--- config.mk ---
export PLATFORM = sky130hd
export DESIGN_NAME = arith_cmd_issuer
export DESIGN_NICKNAME = d
export VERILOG_FILES = /design/src/rtl/arith_cmd_issuer.sv
export SDC_FILE = /design/constraint.sdc
export NUM_CORES = 1
export LEC_CHECK = 0
export CAP_MARGIN = 0
export CORE_AREA = 5 5 96 116
export CTS_CLUSTER_SIZE = 16
export DETAILED_ROUTE_END_ITERATION = 12
export DIE_AREA = 0 0 101 121
export GPL_TIMING_DRIVEN = 0
export PLACE_DENSITY = 0.85
export RECOVER_POWER = 25
export SLEW_MARGIN = 20
export SYNTH_ARGS = -nofsm -noshare
export SYNTH_HDL_FRONTEND = slang
export SYNTH_SLANG_ARGS = --single-unit
--- constraint.sdc ---
create_clock -name clk -period 2.4 [get_ports clk]
set_input_delay 0.48 -clock clk [delete_from_list [all_inputs] [get_ports clk]]
set_output_delay 0.48 -clock clk [all_outputs]
set_load 0.005 [all_outputs]
--- src/rtl/arith_cmd_issuer.sv ---
`timescale 1ns/1ps
// arith_cmd_issuer
//
// Initiator-side sequencer for the multicycle arithmetic unit. Commands
// {op, a, b} are queued in a DEPTH-entry FIFO. They are issued one at a time
// with a single-cycle `start` pulse, and the unit's result is returned in
// command order on a response port.
//
// Handshakes: both ports use strict valid/ready. A transfer happens on a
// rising edge where valid && ready are both high. The producer holds valid
// and its payload stable until that edge. On the response port, rsp_valid
// and rsp_data/rsp_op/rsp_err are held until rsp_ready is seen. cmd_ready is
// a pure function of FIFO fullness and never depends on cmd_valid.
//
// Optional feature: define ARITH_ISSUER_TIMEOUT_EN to enable a WAIT
// watchdog. After TIMEOUT cycles without a qualified done, it returns a
// response with rsp_err=1 and rsp_data=0. Without it, rsp_err is constant 0.
//
// Parameters: W (operand width, result 2*W), DEPTH (FIFO entries, power of
//   two >= 2), TIMEOUT (watchdog cycles, watchdog builds only).
// Ports:
//   clk, rst             clock, synchronous active-high reset
//   cmd_valid/cmd_ready  command handshake; cmd_op/cmd_a/cmd_b payload
//   start, op, a, b      issue pulse and held operands to the unit
//   done, result         completion and result from the unit
//   rsp_valid/rsp_ready  response handshake; rsp_data/rsp_op/rsp_err payload
//   issued_cnt           number of start pulses, wraps at 8 bits
//   dbg_state            FSM state (0 IDLE, 1 ISSUE, 2 WAIT, 3 RESP)
module arith_cmd_issuer #(
  parameter int W       = 8,
  parameter int DEPTH   = 4,
  parameter int TIMEOUT = 64
) (
  input  logic           clk,
  input  logic           rst,
  input  logic           cmd_valid,
  output logic           cmd_ready,
  input  logic [1:0]     cmd_op,
  input  logic [W-1:0]   cmd_a,
  input  logic [W-1:0]   cmd_b,
  output logic           start,
  output logic [1:0]     op,
  output logic [W-1:0]   a,
  output logic [W-1:0]   b,
  input  logic           done,
  input  logic [2*W-1:0] result,
  output logic           rsp_valid,
  input  logic           rsp_ready,
  output logic [2*W-1:0] rsp_data,
  output logic [1:0]     rsp_op,
  output logic           rsp_err,
  output logic [7:0]     issued_cnt,
  output logic [1:0]     dbg_state
);

  localparam int AW = $clog2(DEPTH);
  localparam int EW = 2 + 2 * W;

  typedef enum logic [1:0] {
    IDLE  = 2'd0,
    ISSUE = 2'd1,
    WAIT  = 2'd2,
    RESP  = 2'd3
  } state_t;

  state_t state, state_nx;

  // ---------------------------------------------------------------------
  // Command FIFO. The pointers carry one extra wrap bit, so full and empty
  // are told apart without an occupancy counter.
  // ---------------------------------------------------------------------
  logic [EW-1:0] mem [DEPTH];
  logic [AW:0]   wr_ptr, rd_ptr;
  logic          fifo_full, fifo_empty;
  logic          push, pop;
  logic [EW-1:0] head;

  assign fifo_empty = (wr_ptr == rd_ptr);
  assign fifo_full  = (wr_ptr[AW] != rd_ptr[AW]) &&
                      (wr_ptr[AW-1:0] == rd_ptr[AW-1:0]);
  // cmd_ready ignores a same-cycle pop, so a full FIFO never accepts.
  assign cmd_ready  = !fifo_full;
  assign push       = cmd_valid && cmd_ready;
  // The head is consumed on the edge that enters ISSUE. The operands are
  // therefore already on op/a/b during the start cycle.
  assign pop        = (state_nx == ISSUE);
  assign head       = mem[rd_ptr[AW-1:0]];

  always_ff @(posedge clk) begin
    if (push) begin
      mem[wr_ptr[AW-1:0]] <= {cmd_op, cmd_a, cmd_b};
    end
  end

  // ---------------------------------------------------------------------
  // done qualification: after an issue, a done is only believed once done
  // has been sampled low at least once. A stale high level left over from
  // the previous operation is therefore never taken as this one's
  // completion.
  // ---------------------------------------------------------------------
  logic done_low_seen;
  logic done_ok;
  logic tmo_hit;

  assign done_ok = (state == WAIT) && done && done_low_seen;

`ifdef ARITH_ISSUER_TIMEOUT_EN
  localparam int TW = $clog2(TIMEOUT + 1);
  logic [TW-1:0] tmo_cnt;

  // tmo_cnt counts completed WAIT cycles. The watchdog fires in the
  // TIMEOUT-th WAIT cycle, so RESP follows TIMEOUT+1 cycles after start.
  assign tmo_hit = (state == WAIT) && (tmo_cnt == TW'(TIMEOUT - 1));

  always_ff @(posedge clk) begin
    if (rst) begin
      tmo_cnt <= '0;
      rsp_err <= 1'b0;
    end else begin
      if (state == ISSUE) begin
        tmo_cnt <= '0;
      end else if (state == WAIT) begin
        tmo_cnt <= tmo_cnt + TW'(1);
      end
      if (done_ok) begin
        rsp_err <= 1'b0;
      end else if (tmo_hit) begin
        rsp_err <= 1'b1;
      end
    end
  end
`else
  // Watchdog compiled out. This folds to 0 for any legal TIMEOUT.
  assign tmo_hit = (TIMEOUT < 1);
  assign rsp_err = 1'b0;
`endif

  // ---------------------------------------------------------------------
  // FSM next state
  // ---------------------------------------------------------------------
  always_comb begin
    state_nx = state;
    case (state)
      IDLE:    if (!fifo_empty) state_nx = ISSUE;
      ISSUE:   state_nx = WAIT;
      WAIT:    if (done_ok || tmo_hit) state_nx = RESP;
      RESP:    if (rsp_ready) state_nx = fifo_empty ? IDLE : ISSUE;
      default: state_nx = IDLE;
    endcase
  end

  assign start     = (state == ISSUE);
  assign rsp_valid = (state == RESP);
  assign dbg_state = state;

  // ---------------------------------------------------------------------
  // State, pointers, issue registers and response capture
  // ---------------------------------------------------------------------
  always_ff @(posedge clk) begin
    if (rst) begin
      state         <= IDLE;
      wr_ptr        <= '0;
      rd_ptr        <= '0;
      op            <= '0;
      a             <= '0;
      b             <= '0;
      issued_cnt    <= '0;
      rsp_data      <= '0;
      rsp_op        <= '0;
      done_low_seen <= 1'b0;
    end else begin
      state <= state_nx;

      if (push) begin
        wr_ptr <= wr_ptr + (AW + 1)'(1);
      end

      // op/a/b only change here, so they stay put through WAIT and RESP.
      if (pop) begin
        rd_ptr       <= rd_ptr + (AW + 1)'(1);
        {op, a, b}   <= head;
        issued_cnt   <= issued_cnt + 8'd1;
      end

      if (pop) begin
        done_low_seen <= 1'b0;
      end else if (((state == ISSUE) || (state == WAIT)) && !done) begin
        done_low_seen <= 1'b1;
      end

      // A qualified done wins over a watchdog expiry in the same cycle.
      if (done_ok) begin
        rsp_data <= result;
        rsp_op   <= op;
      end else if (tmo_hit) begin
        rsp_data <= '0;
        rsp_op   <= op;
      end
    end
  end

endmodule
==> results by group, run 1 <==
Worst setup path
  – Critical path arrival: 2540 ps
  – Worst EP required: 2670 ps
  – Crit Path Max Fanout: 10
  – Critical Path Sink Type: register
  – Crit start category: register
  – R2R Setup Slk: 130 ps
  – Crit path kind: reg -> reg

Logic synthesis
  – Synth area leader: edfxtp_1
  – Synthesized netlist cell count: 338
  – Top cell type's share of synthesized area: 44.3%
  – Ys Warns: 0
  – Primary FF master, synth: edfxtp_1
  – Syn_nets: 387
  – Syn Area/Cell: 14.5 um2
  – Most common cell in the netlist: edfxtp_1
  – Async SR Flop Fraction: 0%
  – Synthesized cell area: 4880 um2
  – Synth top cells by count: edfxtp_1 (72), dfxtp_1 (53), nand2_1 (39)
  – Register area share after synthesis: 66.0%
  – Post-synth EDFFs: 72
  – Synthesized flop and latch total: 125
  – Yosys cell types: 41
  – Top cells by area, synth: edfxtp_1 (44%), dfxtp_1 (22%), mux4_2 (8.3%)

STA
  – # setup viols final: 0
  – Final Hold Viols: 0
  – Final min period: 2270 ps
  – Final cycle utilization of the critical path: 94.5%
  – Max-slew headroom: 32.3%
  – Max Slew Vio Count: 0
  – Least-Margin Pin Slew: 1020 ps
  – Fmax: 441 MHz
  – Hold WS: 452 ps
  – Clk_skew: 6.61 ps
  – RSZ-0062 raised after global routing: false
  – Sum Neg Setup Slack: 0 ps

Final layout
  – Final #Nets: 495
  – Diodes inserted: 0
  – Area Growth Syn to Fin: 33.6%
  – Share of layout cells above drive strength 1: 17.0%
  – Util after Layout: 66.2%
  – Post-Layout Cell Count: 585
  – Layout fillers: 716

Clocking
  – H-tree level count: 4
  – Clock sinks: 125
  – Longest Clk Path Bufs: 2
  – Hold-fix buffers at CTS: 0
  – Worst skew pair latency: 400 ps
  – Clock transition at path regs: 60 ps
  – Root Buffer: clkbuf_16
  – CTS tree: done
  – CTS Buf Count: 17

Floorplan
  – DIE WIDTH: 101 um
  – Die ar.: 12200 um2
  – I/O pin count: 89
  – Core area: 9860 um2
  – FP Rows: 40
  – Starting Density: 49.5%
  – Die span in y: 121 um

Global routing
  – First-pass GRT wire length: 15700 um
  – Vias in the first global route: 3198
  – Overflow after GRT: 0
  – Initial antenna violation count: 0
  – Total track usage: 16.9%
  – Pin count of the biggest net entering global routing: 20

Drt
  – Routed length per instance: 16.3 um
  – Vias per inst: 5.14
  – 1st-iter DRT viols: 84
  – Final antenna-violating net count: 0
  – Via count: 3007
  – DRC: 0
  – Final wirelength: 9550 um
  – Initial DRT Pass Iterations: 4

Power and ir drop
  – Total chip power: 7.26 mW
  – Leakage: 2.31 nW
  – Max VDD drop: 0.802 mV
  – Pwr/cell area: 1110 nW/um2

Min path
  – Hold Path Class: reg -> reg

Placement
  – Hpwl dp: 6410 um
  – Placed Instances: 550
  – I/O Buffers: 86
  – RePlAce Congestion: 0.751

Run status
  – Status: complete, no violations

Job
  – Max cap viols: 0
## cells in the final DEF (no fill, tap or decap), types with 16 or more instances in the layout
cell type / instances
a21oi_1: 26
dlygate4sd3_1: 16
nor2_1: 27
edfxtp_1: 72
clkbuf_16: 17
dfxtp_1: 51
mux2i_1: 20
mux4_2: 18
clkdlybuf4s50_1: 70
nand2_1: 39
## flip-flops by register name, summed over array words and instances, names as in the netlist
name,cells
rd_ptr,3
b,8
dbg_state,2
issued_cnt,8
rsp_op,2
done_low_seen,1
rsp_data,16
wr_ptr,3
a,8
mem,72
op,2
## worst max-delay path: stages (launching register included)
cell and delay, ps:
dfxtp_2 390, inv_1 80, ha_1 280, o31ai_4 360
a31oi_4 170, o21ai_4 250, buf_12 180, buf_12 160
mux2i_1 210, nor2_1 60
## metrics by stage
stage | instance area (um2) | setup slack, ps
2_1_floorplan | 4880 | 287
3_3_place_gp | 5900 | -124
3_5_place_dp | 5900 | -224
4_1_cts | 6490 | 12.5
5_1_grt | 6520 | 1.75
6_report | 6520 | 132
## layer usage
| metal | part of all wire [%] | global-route usage, % |
|---|---|---|
| met1 | 40 | 19.3 |
| met2 | 52 | 28.4 |
| met3 | 6.1 | 5.87 |
| met4 | 1.9 | 7.32 |
| met5 | 0 | 0 |
## where the power goes
part	leakage [nW]	total (mW)	internal (mW)	switching, mW
clock	0.269	2.42	1.52	0.901
sequential	1.09	2.73	2.56	0.172
combinational	0.949	2.11	1.19	0.920
total	2.31	7.26	5.27	1.99
## cells by family (layout without fill, tap and decap cells)
| family | after synthesis | in the layout | share of synthesized area [%] |
|---|---|---|---|
| xor+xnor | 9 | 9 | 1.92 |
| simple gates | 92 | 92 | 8.81 |
| mux | 38 | 38 | 12.4 |
| other cells | 1 | 1 | 0.0768 |
| buf+inv | 23 | 144 | 3.10 |
| flops | 125 | 125 | 66.0 |
| compound gates | 40 | 40 | 5.15 |
| fa+ha+maj | 10 | 10 | 2.56 |
## worst paths after layout
path / startpoint / end / depth (start not counted)
worst min register to register: rsp_data[6]$_SDFFE_PP0P_ / rsp_data[6]$_SDFFE_PP0P_ / 2
worst min-delay path: rsp_data[6]$_SDFFE_PP0P_ / rsp_data[6]$_SDFFE_PP0P_ / 2
worst max register to register: dbg_state[0]$_SDFF_PP0_ / b[6]$_SDFFE_PP0N_ / 9
worst max-delay path: dbg_state[0]$_SDFF_PP0_ / b[6]$_SDFFE_PP0N_ / 9
## cell type report
cell class,count,area [um2],share of cell area (%)
buffer,17,129,1.98
clock inverter,15,148,2.26
sequential,125,3230,49.4
multi-input combinational,190,1530,23.5
clock buffer,17,425,6.52
tap,126,158,2.42
timing repair buffer,89,883,13.5
inverter,6,22.5,0.345
## repair_timing
| item | 4_1_cts | 5_1_grt |
|---|---|---|
| pin swaps | 0 | 2 |
| setup buffers | 0 | 3 |
| endpoints found under the setup margin | 18 | 21 |
| hold endpoints to repair | 0 | 0 |
| resized for setup | 2 | 3 |
Power figures use the tool's default switching activity.
==> run 2: changes to the inputs <==
==> constraint.sdc (replaced) <==
create_clock -name clk -period 2.4 [get_ports clk]
set_input_delay 0.24 -clock clk [delete_from_list [all_inputs] [get_ports clk]]
set_output_delay 0.24 -clock clk [all_outputs]
set_load 0.01 [all_outputs]
==> results of run 2 <==
The final DEF is identical to that of run 1. Status: complete, no violations.
Among the figures that moved: setup slack after placement -224 ps -> -47.7 ps; hold slack 452 ps -> 222 ps; end point of the worst hold path rsp_data[6]$_SDFFE_PP0P_ -> dbg_state[0]$_SDFF_PP0_; total power 7.26 mW -> 7.33 mW; worst IR drop on VDD 0.802 mV -> 0.817 mV
==> run 3: changes to the inputs <==
--- a/config.mk
+++ b/config.mk
@@ -10,7 +10,7 @@
 export CTS_CLUSTER_SIZE = 16
 export DETAILED_ROUTE_END_ITERATION = 12
 export DIE_AREA = 0 0 101 121
-export GPL_TIMING_DRIVEN = 0
+export GPL_TIMING_DRIVEN = 1
 export PLACE_DENSITY = 0.85
 export RECOVER_POWER = 25
 export SLEW_MARGIN = 20
==> run 3 against run 2 <==
Net effect:
- via count fell by 2.2%
- die area unchanged
- non-clock buffer count is 8 lower
- worst setup slack better by 42 ps
- design area down 0.42%
- hold slack improved by 170 ps
- count of clock-buffer cells in the layout increased by 2
- sequential cell count unchanged
- clock power grew 5%
- wire length rose by 2.2%
- critical path type unchanged
==> results by group, run 3 (same netlist as run 1, synthesis figures left out) <==
Run status
  – Status: complete, no violations

STA
  – # setup viols final: 0
  – Final worst-path setup slack: 174 ps
  – Least-Margin Pin Slew: 1000 ps
  – Max-slew headroom: 33.3%
  – RSZ-0062 raised after global routing: false
  – Sum Neg Setup Slack: 0 ps
  – Hold WS: 390 ps
  – Fmax: 449 MHz
  – Max Slew Vio Count: 0
  – Final cycle utilization of the critical path: 92.8%
  – Final min period: 2230 ps
  – Clk_skew: 7.08 ps
  – Final Hold Viols: 0

Global routing
  – Total track usage: 16.9%
  – Pin count of the biggest net entering global routing: 47
  – Vias in the first global route: 3116
  – First-pass GRT wire length: 15500 um
  – Overflow after GRT: 0
  – Initial antenna violation count: 0

Final layout
  – Diodes inserted: 0
  – Share of layout cells above drive strength 1: 16.9%
  – Final #Nets: 487
  – Multi-input gate area: 1520 um2
  – Leading cell type in the layout, fill and taps excluded: edfxtp_1
  – FF/Latch Area: 3220 um2
  – Post-Layout Cell Count: 577
  – Layout fillers: 689
  – Area Growth Syn to Fin: 33.0%
  – Max reg flops: 72
  – Commonest cells after routing, fill and taps aside: edfxtp_1 (72), clkdlybuf4s50_1 (70), dfxtp_1 (52), nand2_1 (39), nor2_1 (27)

Drt
  – Via count: 2940
  – DRC: 0
  – Final antenna-violating net count: 0
  – Final wirelength: 9760 um
  – Vias per inst: 5.10
  – Routed length per instance: 16.9 um
  – 1st-iter DRT viols: 144
  – Initial DRT Pass Iterations: 4

Clocking
  – Clock transition at path regs: 50 ps
  – Clock sinks: 125
  – CTS tree: done
  – CTS Buf Count: 17
  – H-tree level count: 4
  – Worst skew pair latency: 400 ps
  – Post-CTS Setup Inserts: 0
  – Root Buffer: clkbuf_16
  – Longest Clk Path Bufs: 2

Floorplan
  – Die ar.: 12200 um2
  – I/O pin count: 89
  – Core area: 9860 um2
  – DIE WIDTH: 101 um
  – FP Rows: 40
  – Starting Density: 49.5%
  – Die span in y: 121 um

Power and ir drop
  – Seq pwr share: 37.7%
  – Pwr/cell area: 1120 nW/um2
  – Sw Pwr: 1.99 mW
  – Internal power: 5.30 mW
  – Comb pwr share: 27.6%
  – Max VDD drop: 0.609 mV
  – Leakage: 2.33 nW
  – Clock share of power: 34.7%
  – Sw frac: 27.3%

Worst setup path
  – Worst EP required: 2650 ps
  – Critical path arrival: 2480 ps
  – Crit path cell chain: inv_1 -> ha_1 -> o31ai_4 -> a31oi_2 -> o21ai_4 -> buf_12 -> mux2i_1 -> nor2_1
  – Crit path kind: reg -> reg
  – Critical Path Sink Type: register
  – Slowest-stage cell, CP: dfxtp_1
  – CP bufs+invs: 2
  – Crit start category: register
  – Crit-path max cell delay: 430 ps
  – Crit Path Max Fanout: 17
  – CP top delay family: compound AO/OA/AOI/OAI gates

Job
  – Max cap viols: 0

Placement
  – Hpwl dp: 6610 um
  – Placed Instances: 545
  – I/O Buffers: 87
  – DP Worst Slack: 82.2 ps
  – RePlAce Congestion: 0.702

Min path
  – Hold Path Class: in -> reg
-- run 3: cell types whose count changed in the layout (fill, tap and decap cells not counted), sizes merged --
cell / change
clkinvlp: -3
bufinv: +1
buf: +2
clkinv: +2
inv: -2
clkbuf: -8
-- run 3: worst min-delay path, cell delays in order --
cell and delay (ps):
clkdlybuf4s50_1 390, nand2_1 60, a21oi_1 50
-- run 3: layout make-up --
cell class | instances | area share, %
tap | 126 | 2.43
sequential | 125 | 49.6
clock buffer | 19 | 6.97
clock inverter | 13 | 2.25
timing repair buffer | 98 | 15.0
multi-input combinational | 190 | 23.4
inverter | 6 | 0.347
-- run 3: power groups by stage --
stage	combinational (mW)	clock [mW]	sequential [mW]
after floorplan	1.33	0	2.81
final	2.01	2.53	2.74
after global placement	1.94	0	2.77
after CTS	2.04	2.59	2.75
after detailed placement	2.01	0	2.78
after global routing	2.17	2.67	2.78
-- run 3: routing by layer --
metal  global-route usage (%)  vias to the layer above  routed length (um)  share of wire (%)
met5                        0                        -                   0                  0
met4                     6.23                        0                  93               0.95
met3                     4.95                        6                 438                4.5
met2                     29.4                       77                5270                 54
met1                     19.4                     1419                3950                 41
li1                         -                     1438                   -                  -
-- run 3: what timing repair did --
action                     CTS  global route
setup endpoints to repair    0            17
resized for setup            0             2
hold buffers                 0             0
-- run 3: path summary, 6_finish.rpt --
check | start | endpoint | slack, ps | cells after the start
hold / removal | result[6] | rsp_data[6]$_SDFFE_PP0P_ | 390 | 3
setup reg to reg | dbg_state[0]$_SDFF_PP0_ | b[6]$_SDFFE_PP0N_ | 170 | 8
hold reg to reg | rsp_op[1]$_SDFFE_PP0P_ | rsp_op[1]$_SDFFE_PP0P_ | 450 | 2
setup / recovery | dbg_state[0]$_SDFF_PP0_ | b[6]$_SDFFE_PP0N_ | 170 | 8
-- run 3: per-stage QoR --
stage	utilization (%)	power, mW	instance area (um2)
floorplan	-	4.14	4880
global placement	59.7	4.71	5890
detailed placement	59.7	4.79	5890
CTS	65.8	7.37	6490
global route	65.9	7.62	6500
finish	65.9	7.29	6500
